`src/rtl/obuf_accum.sv`:
```
// -----------------------------------------------------------------------------
// obuf_accum
//   Output-stationary accumulation buffer on the MAC array output path.
//   Collects LANES signed scalars of DW bits from the column stream, adds each
//   one to the matching lane of a previously loaded partial-sum word (or passes
//   it through), and emits the packed LANES*DW word through a one-entry
//   valid/ready output slot.
//
// Parameters
//   DW     bits per lane / scalar
//   LANES  lanes per packed word (>= 2)
//   SAT    1 = signed saturating add, 0 = two's-complement wrap
//
// Ports
//   CLK        clock, rising edge
//   RSTN       asynchronous active-low reset
//   CLR        synchronous abort of the partial word in progress
//   ACC        1 = add previous lane, 0 = pass IN_DATA through
//   PREV_LOAD  load PREV_DATA into the previous-word register
//   PREV_DATA  previous partial-sum word, lane k at [k*DW +: DW]
//   IN_VALID   input scalar valid
//   IN_READY   input accepted when IN_VALID && IN_READY
//   IN_DATA    signed scalar partial sum
//   OUT_VALID  packed word valid
//   OUT_READY  consumer accepts the word
//   OUT_DATA   packed word, lane k at [k*DW +: DW]
//   OVF        sticky overflow / saturation flag
//   OVF_CLR    clears OVF (a same-cycle set wins)
// -----------------------------------------------------------------------------
module obuf_accum #(
  parameter int DW    = 16,
  parameter int LANES = 4,
  parameter int SAT   = 1
) (
  input  logic                CLK,
  input  logic                RSTN,
  input  logic                CLR,
  input  logic                ACC,
  input  logic                PREV_LOAD,
  input  logic [LANES*DW-1:0] PREV_DATA,
  input  logic                IN_VALID,
  output logic                IN_READY,
  input  logic [DW-1:0]       IN_DATA,
  output logic                OUT_VALID,
  input  logic                OUT_READY,
  output logic [LANES*DW-1:0] OUT_DATA,
  output logic                OVF,
  input  logic                OVF_CLR
);

  localparam int            CW       = (LANES > 1) ? $clog2(LANES) : 1;
  localparam logic [CW-1:0] LAST_IDX = CW'(LANES - 1);
  localparam logic [DW-1:0] POS_MAX  = {1'b0, {(DW-1){1'b1}}};
  localparam logic [DW-1:0] NEG_MIN  = {1'b1, {(DW-1){1'b0}}};

  // Signed lane add. Returns {overflow, result}; overflow means both operands
  // share a sign that the wrapped sum does not. With SAT the result clamps
  // toward the operands' sign, otherwise the wrapped sum is kept.
  function automatic logic [DW:0] add_lane(input logic [DW-1:0] a,
                                           input logic [DW-1:0] b);
    logic [DW-1:0] sum_v;
    logic [DW-1:0] res_v;
    logic          ovf_v;
    sum_v = a + b;
    ovf_v = (a[DW-1] == b[DW-1]) && (sum_v[DW-1] != a[DW-1]);
    if (ovf_v && (SAT != 0)) begin
      res_v = a[DW-1] ? NEG_MIN : POS_MAX;
    end else begin
      res_v = sum_v;
    end
    return {ovf_v, res_v};
  endfunction

  logic [CW-1:0]       cnt_r;
  logic [DW-1:0]       prev_r  [LANES];
  logic [DW-1:0]       local_r [LANES];
  logic                out_valid_r;
  logic [LANES*DW-1:0] out_data_r;
  logic                ovf_r;

  logic                is_last_s;
  logic                in_ready_s;
  logic                xfer_s;
  logic [DW-1:0]       prev_lane_s;
  logic [DW:0]         sum_pkt_s;
  logic [DW-1:0]       seg_s;
  logic                seg_ovf_s;
  logic [LANES*DW-1:0] final_word_s;

  assign is_last_s   = (cnt_r == LAST_IDX);
  // Only the final lane can stall: it needs the output slot to be free or
  // draining in this very cycle.
  assign in_ready_s  = !(is_last_s && out_valid_r && !OUT_READY);
  // A transfer coinciding with CLR is dropped entirely.
  assign xfer_s      = IN_VALID && in_ready_s && !CLR;
  assign prev_lane_s = prev_r[cnt_r];
  assign sum_pkt_s   = add_lane(prev_lane_s, IN_DATA);

  // Per-lane result: accumulate or pass through, plus its overflow indication.
  always_comb begin
    seg_s     = IN_DATA;
    seg_ovf_s = 1'b0;
    if (ACC) begin
      seg_s     = sum_pkt_s[DW-1:0];
      seg_ovf_s = sum_pkt_s[DW];
    end else begin
      seg_s     = IN_DATA;
      seg_ovf_s = 1'b0;
    end
  end

  // Completed word: stored lanes 0..LANES-2 plus the lane being accepted now.
  always_comb begin
    final_word_s = '0;
    for (int k = 0; k < LANES - 1; k++) begin
      final_word_s[k*DW +: DW] = local_r[k];
    end
    final_word_s[(LANES-1)*DW +: DW] = seg_s;
  end

  // Lane counter: CLR aborts the word, otherwise advance on each transfer.
  always_ff @(posedge CLK or negedge RSTN) begin
    if (!RSTN) begin
      cnt_r <= '0;
    end else if (CLR) begin
      cnt_r <= '0;
    end else if (xfer_s) begin
      if (is_last_s) begin
        cnt_r <= '0;
      end else begin
        cnt_r <= cnt_r + CW'(1);
      end
    end
  end

  // Local lane storage; lanes are never cleared, each is rewritten before use.
  always_ff @(posedge CLK or negedge RSTN) begin
    if (!RSTN) begin
      for (int k = 0; k < LANES; k++) begin
        local_r[k] <= '0;
      end
    end else if (xfer_s) begin
      local_r[cnt_r] <= seg_s;
    end
  end

  // Previous-word register; a same-cycle transfer still sees the old value.
  always_ff @(posedge CLK or negedge RSTN) begin
    if (!RSTN) begin
      for (int k = 0; k < LANES; k++) begin
        prev_r[k] <= '0;
      end
    end else if (PREV_LOAD) begin
      for (int k = 0; k < LANES; k++) begin
        prev_r[k] <= PREV_DATA[k*DW +: DW];
      end
    end
  end

  // One-entry output slot: a new final lane refills it even while draining.
  always_ff @(posedge CLK or negedge RSTN) begin
    if (!RSTN) begin
      out_valid_r <= 1'b0;
      out_data_r  <= '0;
    end else if (xfer_s && is_last_s) begin
      out_valid_r <= 1'b1;
      out_data_r  <= final_word_s;
    end else if (OUT_READY) begin
      out_valid_r <= 1'b0;
    end
  end

  // Sticky overflow flag; a set in the same cycle as OVF_CLR wins.
  always_ff @(posedge CLK or negedge RSTN) begin
    if (!RSTN) begin
      ovf_r <= 1'b0;
    end else if (xfer_s && seg_ovf_s) begin
      ovf_r <= 1'b1;
    end else if (OVF_CLR) begin
      ovf_r <= 1'b0;
    end
  end

  assign IN_READY  = in_ready_s;
  assign OUT_VALID = out_valid_r;
  assign OUT_DATA  = out_data_r;
  assign OVF       = ovf_r;

endmodule

```
`config.mk`:
```
export PLATFORM = sky130hd
export DESIGN_NAME = obuf_accum
export DESIGN_NICKNAME = d
export VERILOG_FILES = /design/src/rtl/obuf_accum.sv
export SDC_FILE = /design/constraint.sdc
export NUM_CORES = 1
export LEC_CHECK = 0
export ABC_CLOCK_PERIOD_IN_PS = 5450
export BUFFER_PORTS_ARGS = -buffer_cell sky130_fd_sc_hd__clkbuf_2
export CAP_MARGIN = 10
export CORE_MARGIN = 2
export CORE_UTILIZATION = 45
export DETAILED_ROUTE_END_ITERATION = 8
export PLACE_DENSITY_LB_ADDON = 0.1
export SYNTH_ARGS = -nofsm -noshare
export SYNTH_HDL_FRONTEND = slang
export SYNTH_SLANG_ARGS = --single-unit
export TNS_END_PERCENT = 5
```
`constraint.sdc`:
```
create_clock -name CLK -period 5.45 [get_ports CLK]
set_input_delay 0.545 -clock CLK [delete_from_list [all_inputs] [get_ports CLK]]
set_output_delay 0.545 -clock CLK [all_outputs]
set_load 0.1 [all_outputs]
```
Yosys cells after proc, flatten, opt, wreduce, memory -nomap -nowiden --
Index checks and enable logic that the tools add are counted.
Storage, ports and cells: register bits after elaboration 196, bits of input ports 88, output and inout bits 67, word-level logic and storage cells 51
Operators by class: add/sub/neg operators 2, magnitude comparators 2, equal/unequal tests 3, multiplexer cells 17, bitwise gates (word level) 1, reduce and logical (&&, ||, !) cells 14
Operators with widths (count):
- 16-bit two-way mux | 6
- 64-bit bitwise mux | 1
- 16-bit binary-select mux with 2-bit select | 1
- 16-bit demux with 2-bit select | 1
- 16-bit adder | 1
- 1-bit logical AND | 8
- 2-bit two-way mux | 3
- 2-bit nonzero test | 3
- 1-bit two-way mux | 5
- 3-bit >= comparator (second input constant) | 1
- 1-bit zero test | 3
- 3-bit by 1-bit < comparator with 1-bit output (second input constant) | 1
- 2-bit NOT with 3-bit output | 1
- 2-bit by 1-bit adder with 2-bit output (second input constant) | 1
- 2-bit == test (second input constant) | 1
- 1-bit == test | 1
- 1-bit != test | 1

Longest topological paths before layout --
depth after elaboration 10, depth in mapped cells 13, depth with buffers taken out 11

Worst setup path after synthesis --
Ideal clock, no wire load.
path type register -> register, start register cnt_r[0], end register out_data_r[61], in the netlist OUT_DATA[61], setup time 0.126 ns, data arrival time 3.570 ns, required time 5.324 ns, path slack 1.754 ns, stages on the path, launching flop included 12, path buffers 2, clock period less this slack 3.696 ns, cell sequence dfrtp_1 > buf_4 > buf_1 > mux4_2 > ha_1 > and2_4 > and3_4 > a221o_1 > a211oi_4 > o21bai_4 > nor3_2 > o32a_1
On the way: longest elaborated chain between the ends 9, elaborated cells between the ends (all ways) 18, those cells by class add/sub (1); eq/ne (3); mux (6); bitwise (1); reduce/logical (7)
Ends and longest elaborated chain:
- from (decl) | line 74 | logic [CW-1:0] cnt_r;
- from (signal assigned) | line 131 | cnt_r <= cnt_r + CW'(1);
- 2-bit NOT with 3-bit output (implied by the code) | line 96 | assign prev_lane_s = prev_r[cnt_r];
- 16-bit binary-select mux with 2-bit select | line 96
- 16-bit two-way mux (implied by the code) (2 in a row) | line 96
- 16-bit adder | line 64 | sum_v = a + b;
- 1-bit != test | line 65 | ovf_v = (a[DW-1] == b[DW-1]) && (sum_v[DW-1] != a[DW-1]);
- 1-bit logical AND | line 65
- 16-bit two-way mux | line 66 | if (ovf_v && (SAT != 0)) begin
- 16-bit two-way mux | line 103 | if (ACC) begin
- to (signal assigned) | line 167 | out_data_r <= final_word_s;
- to (decl) | line 78 | logic [LANES*DW-1:0] out_data_r;
Parallel ways exist; a longest one is shown, timed or not. The select of a mux whose other input is x is not followed. A chain may end at the register's enable or synchronous reset.

Final worst setup path --
start register cnt_r[0], end register local_r (netlist bit final_word_s[45])
On the way: longest elaborated chain between the ends 10, elaborated cells between the ends (all ways) 23, those cells by class add/sub (1); order compare (2); eq/ne (3); mux (9); bitwise (1); reduce/logical (7)
Ends and longest elaborated chain:
- 2-bit NOT with 3-bit output (implied by the code) | line 96, 143
- 16-bit binary-select mux with 2-bit select | line 96
- 16-bit two-way mux (implied by the code) (2 in a row) | line 96
- 16-bit adder | line 64
- 1-bit != test | line 65
- 1-bit logical AND | line 65
- 16-bit two-way mux | line 66
- 16-bit two-way mux | line 103
- 64-bit bitwise mux | line 143 | local_r[cnt_r] <= seg_s;
- to (signal, indexed assignment) | line 143
- to (decl) | line 76 | logic [DW-1:0] local_r [LANES];
Parallel ways exist; a longest one is shown, timed or not. The select of a mux whose other input is x is not followed.

==> flow_summary.ini <==
[synthesis]
yosys_warnings = 0
syn_nets = 809
async_flop_share_pct = 100
synth_flop_cell = dfrtp_1
synth_cells = 701
syn_area_mm2 = 0.00817
synth_edf_count = 0
synth.avg_cell_area_um2 = 11.7
yosys.area.top_type_share_pct = 55.1
synth_area_leaders = dfrtp_1 (55%), mux2_2 (10%), nand2_1 (8.0%)
synth_top_cell_by_area = dfrtp_1
yosysSeqAreaShare_pct = 55.1
ys_types = 57
ys_ff_latch = 180

[placement]
placed_area_mm2 = 0.00912
place_ws_ns = 1.11
dp_hpwl_um = 14300
dp.cells = 1053
numPortBuffers = 154
place_congestion = 0.866

[global_route]
track_usage_pct = 20.6
grt_max_degree = 121
grt_pass1_vias = 6153
grt_overflow = 0
grt_pass1_wl_um = 31700
antenna_found_initial = 0

[clock_tree]
cts_tree = yes
clock-root-buffer = clkbuf_16
clock_latency_ns = 0.44
cts_made_buffers = 17
cts_hold_buf = 0
cts.repair.resized = 0
cts.sinks = 180
clock_path_buffers = 2
htreeDepth = 4
cts_setup_buffers = 0
clk_pin_slew_ns = 0.07

[hold_path]
hold_class = input port to asynchronous set/reset pin

[sta]
tightestPinTransition_ns = 1.10
period_share_pct = 79.4
final-hold-violation-count = 0
fmax_mhz = 231
finalWorstSetupSlack_ns = 1.12
period_minus_slack_ns = 4.33
rsz0062_at_grt = no
slew_violations = 0
slew_headroom_pct = 26.9
setup_viol = 0
fin_setup_tns_ns = 0
finClkSkew_ns = 0.0138

[layout]
fill_cells = 1604
mostFrequentLayoutCells = dfrtp_1 (180), nand2_1 (174), clkbuf_2 (153), mux2_2 (76), nor2_1 (21)
fin_nets = 951
drive_above_1_share_pct = 35.3
finalNonFillerCells = 1085
area_delta_synth_final_pct = 18.8
fin_util_pct = 54.2
design_area_mm2 = 0.00970
antennaDiodeCount = 0
seq_area_mm2 = 0.00450
multiInputGateArea_mm2 = 0.00347
mostFrequentLayoutCell = dfrtp_1

[detailed_routing]
routedWlPerCell_um = 17.7
vias = 5817
wl_um = 19200
viasPerCell = 5.36
drt-initial-drc-count = 312
drtPass1Iterations = 4
postRouteAntennaNets = 0
drc = 0

[power_and_ir_drop]
peakVddDrop_mv = 0.292
power_density_mw_per_mm2 = 447
leakagePower_uw = 0.00468

[critical_path]
critPathCaptureType = flip-flop
start_kind = flip-flop
reg2reg_from = cnt_r[0]
cp_max_fo = 17
reg2reg_depth = 9
r2r-end = final_word_s[45]
r2r_slack_ns = 1.12
cp.arrival_ns = 4.64
crit_type = flip-flop to flip-flop
cp.required_ns = 5.76

[flow_run]
cap_violations = 0

[floorplanning]
core_area_mm2 = 0.0179
pin_count = 155
die_w_um = 139
die-height_um = 139
start_util_pct = 45.6
die_area_mm2 = 0.0192
rows = 49

[status]
status = finished, final reports clean
worst max-delay path by stage:
stage | startpoint | to | slack, ns | cells after the start
2_1_floorplan | cnt_r[0] | OUT_DATA[61] | 1.75 | 11
3_3_place_gp | cnt_r[0] | final_word_s[45] | 1.19 | 9
3_5_place_dp | cnt_r[0] | final_word_s[39] | 1.11 | 9
4_1_cts | cnt_r[0] | final_word_s[45] | 1.08 | 9
5_1_grt | cnt_r[0] | final_word_s[45] | 0.69 | 9
6_report | cnt_r[0] | final_word_s[45] | 1.12 | 9
flip-flops by register name, summed over array words and instances, names as in the netlist:
name / cells
cnt_r: 2
OUT_DATA: 64
final_word_s: 48
OVF: 1
OUT_VALID: 1
prev_r: 64
worst max-delay path, stage by stage, from the launching register on:
cell and delay [ns]:
dfrtp_1 0.98, mux4_2 0.60, ha_1 0.36, a21oi_1 0.24
o21ai_1 0.13, a221o_1 0.42, a21oi_2 0.43, or3_1 0.46
nand2_2 0.22, o32a_1 0.35
Yosys cell counts (all sizes together), types with 3 or more instances:
master,n
a21o,3
a21oi,17
a31oi,15
and2,7
buf,6
clkbuf,30
dfrtp,180
ha,19
inv,14
mux2,76
mux4,16
nand2,178
nand3,3
nand4,3
nor2,22
nor2b,9
nor3,4
o21ai,19
o22a,12
o31ai,9
o32a,20
xnor2,6
xor2,4
layer usage:
| layer | share of wire (%) | wire length, um | GRT usage, % |
|---|---|---|---|
| met2 | 48 | 9290 | 33.6 |
| met3 | 4.8 | 926 | 4.80 |
| met5 | 0 | 0 | 0 |
| met4 | 1.8 | 342 | 6.91 |
| met1 | 45 | 8610 | 27.6 |
where the power goes:
group	switching, uW	internal, uW	leakage (uW)
clock network	532	663	0.000285
registers	168	1600	0.00224
logic	994	387	0.00215
through the flow:
step	total power, uW	hold slack (ns)
2_1_floorplan	2850	0.249
3_3_place_gp	3140	0.457
3_5_place_dp	3180	0.460
4_1_cts	4380	0.289
5_1_grt	4550	0.292
6_report	4340	0.241
cell type report:
class	instances	area share [%]
sequential	180	46.4
multi-input combinational	471	35.7
timing repair buffer	159	8.39
clock buffer	20	4.71
tap	229	2.95
clock inverter	12	1.28
inverter	14	0.542
kinds of logic (layout without fill, tap and decap cells):
group                      Yosys count  count (layout)  synth area share (%)
buffers and inverters               50             205                  2.45
and+or+nand+nor                    232             232                  12.1
DFF                                180             180                  55.1
muxes                               93              93                  15.0
adders and majority gates           20              20                  3.16
AOI/OAI and AO/OA                  116             116                  11.1
xor gates and xnor gates            10              10                  1.07
(Power assumes the default switching activity.)
